==> src/rtl/reg_file.sv <==
// Architectural register file with RoB rename tags, commit/flush handling and a retired-instruction counter.
// Optional same-cycle commit forwarding to the read ports is enabled by defining REG_COMMIT_BYPASS_EN.
module reg_file #(
  parameter int unsigned ROB_ID_W = 4,
  parameter int unsigned NREG     = 32
) (
  input  logic                clk,
  input  logic                rst,
  input  logic                rdy,
  input  logic [4:0]          issue_rd,
  input  logic [ROB_ID_W-1:0] issue_rob_id,
  input  logic [4:0]          commit_rd,
  input  logic [ROB_ID_W-1:0] commit_rob_id,
  input  logic [31:0]         commit_value,
  input  logic                clear,
  input  logic [4:0]          rs1,
  input  logic [4:0]          rs2,
  output logic [31:0]         val1,
  output logic [31:0]         val2,
  output logic                busy1,
  output logic                busy2,
  output logic [ROB_ID_W-1:0] tag1,
  output logic [ROB_ID_W-1:0] tag2,
  output logic [31:0]         instret
);

  logic [31:0]         value_q [NREG];
  logic [31:0]         value_d [NREG];
  logic [ROB_ID_W-1:0] tag_q   [NREG];
  logic [ROB_ID_W-1:0] tag_d   [NREG];
  logic [NREG-1:0]     busy_q;
  logic [NREG-1:0]     busy_d;
  logic [31:0]         instret_q;
  logic [31:0]         instret_d;

  logic commit_v;
  logic issue_v;

  assign commit_v = (commit_rd != '0) && (32'(commit_rd) < NREG);
  assign issue_v  = (issue_rd  != '0) && (32'(issue_rd)  < NREG);

  // Commit is applied before issue so a same-cycle rename of the same rd keeps it busy.
  always_comb begin
    value_d   = value_q;
    tag_d     = tag_q;
    busy_d    = busy_q;
    instret_d = instret_q;
    if (rdy) begin
      if (commit_v) begin
        value_d[commit_rd] = commit_value;
        instret_d          = instret_q + 32'd1;
        if (busy_q[commit_rd] && (tag_q[commit_rd] == commit_rob_id)) begin
          busy_d[commit_rd] = 1'b0;
          tag_d[commit_rd]  = '0;
        end
      end
      if (clear) begin
        busy_d = '0;
        for (int unsigned i = 0; i < NREG; i++) begin
          tag_d[i] = '0;
        end
      end else if (issue_v) begin
        busy_d[issue_rd] = 1'b1;
        tag_d[issue_rd]  = issue_rob_id;
      end
    end
  end

  always_ff @(posedge clk or negedge rst) begin
    if (!rst) begin
      for (int unsigned i = 0; i < NREG; i++) begin
        value_q[i] <= '0;
        tag_q[i]   <= '0;
      end
      busy_q    <= '0;
      instret_q <= '0;
    end else begin
      for (int unsigned i = 0; i < NREG; i++) begin
        value_q[i] <= value_d[i];
        tag_q[i]   <= tag_d[i];
      end
      busy_q    <= busy_d;
      instret_q <= instret_d;
    end
  end

  assign instret = instret_q;

  always_comb begin
    val1  = '0;
    busy1 = 1'b0;
    tag1  = '0;
    if ((rs1 != '0) && (32'(rs1) < NREG)) begin
      val1  = value_q[rs1];
      busy1 = busy_q[rs1];
      tag1  = tag_q[rs1];
`ifdef REG_COMMIT_BYPASS_EN
      if (rdy && (commit_rd == rs1) && busy_q[rs1] && (tag_q[rs1] == commit_rob_id)) begin
        val1  = commit_value;
        busy1 = 1'b0;
        tag1  = '0;
      end
`endif
    end
  end

  always_comb begin
    val2  = '0;
    busy2 = 1'b0;
    tag2  = '0;
    if ((rs2 != '0) && (32'(rs2) < NREG)) begin
      val2  = value_q[rs2];
      busy2 = busy_q[rs2];
      tag2  = tag_q[rs2];
`ifdef REG_COMMIT_BYPASS_EN
      if (rdy && (commit_rd == rs2) && busy_q[rs2] && (tag_q[rs2] == commit_rob_id)) begin
        val2  = commit_value;
        busy2 = 1'b0;
        tag2  = '0;
      end
`endif
    end
  end

endmodule

==> config.mk <==
export PLATFORM = sky130hd
export DESIGN_NAME = reg_file
export DESIGN_NICKNAME = d
export VERILOG_FILES = /design/src/rtl/reg_file.sv
export SDC_FILE = /design/constraint.sdc
export NUM_CORES = 2
export LEC_CHECK = 0
export CORE_MARGIN = 3
export CORE_UTILIZATION = 55
export CTS_BUF_LIST = sky130_fd_sc_hd__clkbuf_4 sky130_fd_sc_hd__clkbuf_8
export DETAILED_ROUTE_END_ITERATION = 12
export GPL_TIMING_DRIVEN = 0
export HOLD_SLACK_MARGIN = 0.15
export PLACE_DENSITY = 0.72
export RECOVER_POWER = 50
export SLEW_MARGIN = 40
export SYNTH_ARGS = -nofsm -noshare
export SYNTH_HDL_FRONTEND = slang
export SYNTH_SLANG_ARGS = --single-unit
export TNS_END_PERCENT = 100
==> constraint.sdc <==
create_clock -name clk -period 5 [get_ports clk]
set_input_delay 0.75 -clock clk [delete_from_list [all_inputs] [get_ports clk]]
set_output_delay 0.75 -clock clk [all_outputs]
set_load 0.03 [all_outputs]
==> flow_summary_export.csv <==
group,metric,value,unit
run_status,outcome,"finished, violations left",
run_status,violations,"max-capacitance violations, max-slew violations, negative setup slack",
die,pin_count,170,
global_routing,grt_max_degree,113,
synth,yosysSeqAreaShare,45.74,%
drt,wl_per_cell,35.93,um
drt,routed_wl,233000,um
synth,synth_flop_cell,"dfrtp_1",
clock_network,post-cts-setup-buffer-count,0,
cells_and_area,area_growth,13.53,%
synth,synth_cell_type_count,42,
power,finalPower,29.28,mW
placed_design,port_buffers,161,
synth,synthCells,4337,
sta,slew_headroom,-82.25,%
power,p_leak,32.41,nW
sta,finalWorstSetupSlack,-132.3,ps
clock_network,clkTransAtPathRegs,60,ps
cells_and_area,drive_gt1_share,49.86,%
sta,setup_viol,89,
sta,tightest_slew,2734,ps
hold_path,holdCritPathClass,"in -> async",
drt,drc,0,
clock_network,cts-htree-levels,4,
synth,synth_edf_count,0,
synth,synth_fp_nets,4402,
synth,synth_area_leaders,"dfrtp_1 46%, mux4_2 26%, mux2_2 17%",
sta,period_share,102.6,%
die,dieHeight,353.8,um
sta,rsz0062_at_grt,"no",
power,ir_drop,0.3371,mV
setup_path,crit_arrival,5950,ps
drt,drtIter0Drc,6142,
setup_path,critical-path-max-stage-delay,910,ps
power,switching_share,29.32,%
die,initial_core_util,55.89,%
drt,antenna_left,0,
die,die_w,353.8,um
setup_path,path_delay_family,"buffers and inverters",
drt,via_per_inst,7.230,
synth,syn-cell-area,0.06653,mm2
clock_network,cts_root_buf,"clkbuf_8",
power,powerDensity,387.7,mW/mm2
setup_path,crit_path_end_kind,"flop",
setup_path,crit_fanout,10,
clock_network,cts_buffers,203,
synth,synth_top_area_share,45.74,%
setup_path,critical_path.cell_chain,"clkbuf_1 -> clkbuf_1 -> clkbuf_1 -> nor2b_1 -> clkbuf_1 -> nand2_1 -> nor2_1 -> clkbuf_1 -> mux2_2",
power,power.switching,8.585,mW
cells_and_area,nets,4793,
setup_path,cp.buffers_inverters,5,
global_routing,antenna_found_initial,4,
flow_run,max_cap_violations,4,
global_routing,grt.total_usage,37.43,%
die,fp.coreArea,0.1190,mm2
clock_network,clk_path_buf_depth,3,
setup_path,start_kind,"input pin",
sta,max_clock_freq,0.1948,GHz
sta,hold_viol,0,
clock_network,cts.sinks,1216,
drt,route.vias.total,46877,
setup_path,crit_type,"in -> reg",
synth,syn_avg_cell_area,15.34,um2
global_routing,grt_pass1_wl,334500,um
die,dieArea,0.1252,mm2
setup_path,crit_slowest_cell,"nor2_1",
power,clock_power_share,32.7,%
synth,ys_ff_latch,1216,
power,pwr-share-comb,23.2,%
synth,ys_warn_count,0,
power,p_int,20.70,mW
clock_network,clk_latency,980,ps
setup_path,timing.critical_path.mode_cell,"clkbuf_1",
placed_design,place.gp.congestion,1.009,
placed_design,dp_slack,-558.7,ps
sta,drv_slew,311,
drt,first_pass_iters,9,
sta,skew,54.71,ps
clock_network,cts_tree,"yes",
die,rows,126,
global_routing,globalRouteOverflowTotal,0,
synth,async_flop_share,100.0,%
synth,synth_top_area_cell,"dfrtp_1",
setup_path,required,5820,ps
power,seq_power_share,44.1,%
placed_design,dp_hpwl,157800,um
sta,period_needed,5132,ps
global_routing,first_global_vias,47417,
-- area by class of cell --
| class | instances | area (um2) |
|---|---|---|
| fillers | 8859 | 43500 |
| clock inverters | 27 | 236.5 |
| repair buffers | 187 | 2198 |
| well taps | 1600 | 2002 |
| plain buffers | 488 | 2258 |
| clock buffers | 330 | 4110 |
| flip-flops and latches | 1216 | 30430 |
| diodes | 4 | 10.01 |
| multi-input cells | 2612 | 34210 |
| inverters | 20 | 75.07 |
-- stage by stage --
stage | util [%] | instances | cell area [um2] | setup TNS, ps | hold WS, ps
floorplan | - | 4337 | 66530 | 0 | 441.3
global placement | 58.93 | 6098 | 70140 | - | 451.7
detailed placement | 59.77 | 6123 | 71150 | -63570 | 461.5
CTS | 63.49 | 6481 | 75570 | 0 | 292.9
global route | 63.45 | 6481 | 75520 | 0 | 304.7
finish | 63.45 | 6484 | 75530 | -3654 | 308.1
-- metal layers --
layer / global-route usage, % / vias to the layer above / wire length (um)
met5: 0.7308 / - / 184
met4: 21.67 / 8 / 16370
met3: 15.01 / 951 / 29630
met2: 54.54 / 3341 / 102700
met1: 47.61 / 24781 / 84030
li1: - / 17796 / -
-- logic make-up (layout without fill, tap and decap cells) --
logic type	after synthesis	in the layout	share of synthesized area, %
AND/OR/NAND/NOR	437	437	3.190
other	0	4	0
AO/OA/AOI/OAI	277	277	3.304
buffers and inverters	509	1052	2.926
adder cells (fa/ha/maj)	1	1	0.01880
multiplexers	1861	1861	44.35
XOR/XNOR	36	36	0.4739
flip-flops	1216	1216	45.74
-- cells in the mapped netlist, types with 19 or more instances --
library cell     n
clkbuf_1       358
mux2_2         993
nand3b_1        63
a21oi_1         21
nand2_1         80
xnor2_1         29
a31oi_1         37
a211o_1         56
o21ai_0         27
nand3_1         19
buf_1          112
a22oi_1         24
mux4_2         770
dfrtp_1       1216
mux2i_1         98
inv_1           19
a32o_1          65
nor2_1         196
-- flip-flops by register name, summed over array words and instances, names as in the netlist --
name and count:
instret 32, value_q 1024, tag_q 128, busy_q 32
-- layout by cell type (no fill, tap or decap), types with 21 or more instances in the layout --
cell / count
a32o_1: 65
a31oi_1: 37
mux2_2: 993
nor2_1: 183
a22oi_1: 24
buf_2: 71
dlygate4sd3_1: 36
clkbuf_8: 261
clkbuf_1: 210
nand2_1: 80
mux4_2: 770
o21ai_0: 27
a211o_1: 56
clkbuf_2: 156
clkbuf_4: 92
clkdlybuf4s50_1: 125
xnor2_1: 29
a21oi_1: 21
dfrtp_1: 1216
mux2i_1: 96
nand3b_1: 63
-- worst register-to-register path: stages, from the launching register on --
cell and delay [ps]:
dfrtp_1 460, mux4_2 470, mux4_2 550, xnor2_1 280, a32oi_1 200, nor4_4 540, buf_2 360, buf_4 240
nand2_1 280, a32o_1 410
-- path summary, 6_finish.rpt --
kind	start	to	slack [ps]	depth (start not counted)
max	commit_rd[1]	value_q[300]	-130	9
min	rst	tag_q[99]	310	2
max reg2reg	tag_q[105]	tag_q[96]	1090	9
min reg2reg	instret[31]	instret[31]	460	1
max in group asynchronous	rst	value_q[559]	540	7
min in group clk	instret[31]	instret[31]	460	1
-- power by group through the flow --
stage | registers [mW] | clock network (mW) | logic [mW]
2_1_floorplan | 12.6 | 0 | 4.75
3_3_place_gp | 13.0 | 0 | 6.50
3_5_place_dp | 13.0 | 0 | 6.72
4_1_cts | 12.8 | 9.58 | 6.75
5_1_grt | 13.1 | 10.0 | 7.13
6_report | 12.9 | 9.57 | 6.79
-- repair_timing --
action,in CTS,in global routing
endpoints found under the setup margin,74,15
cloned,0,0
gates resized for setup,33,18
hold buffers,1,0
endpoints found under the hold margin,349,0
(Power assumes the default switching activity.)
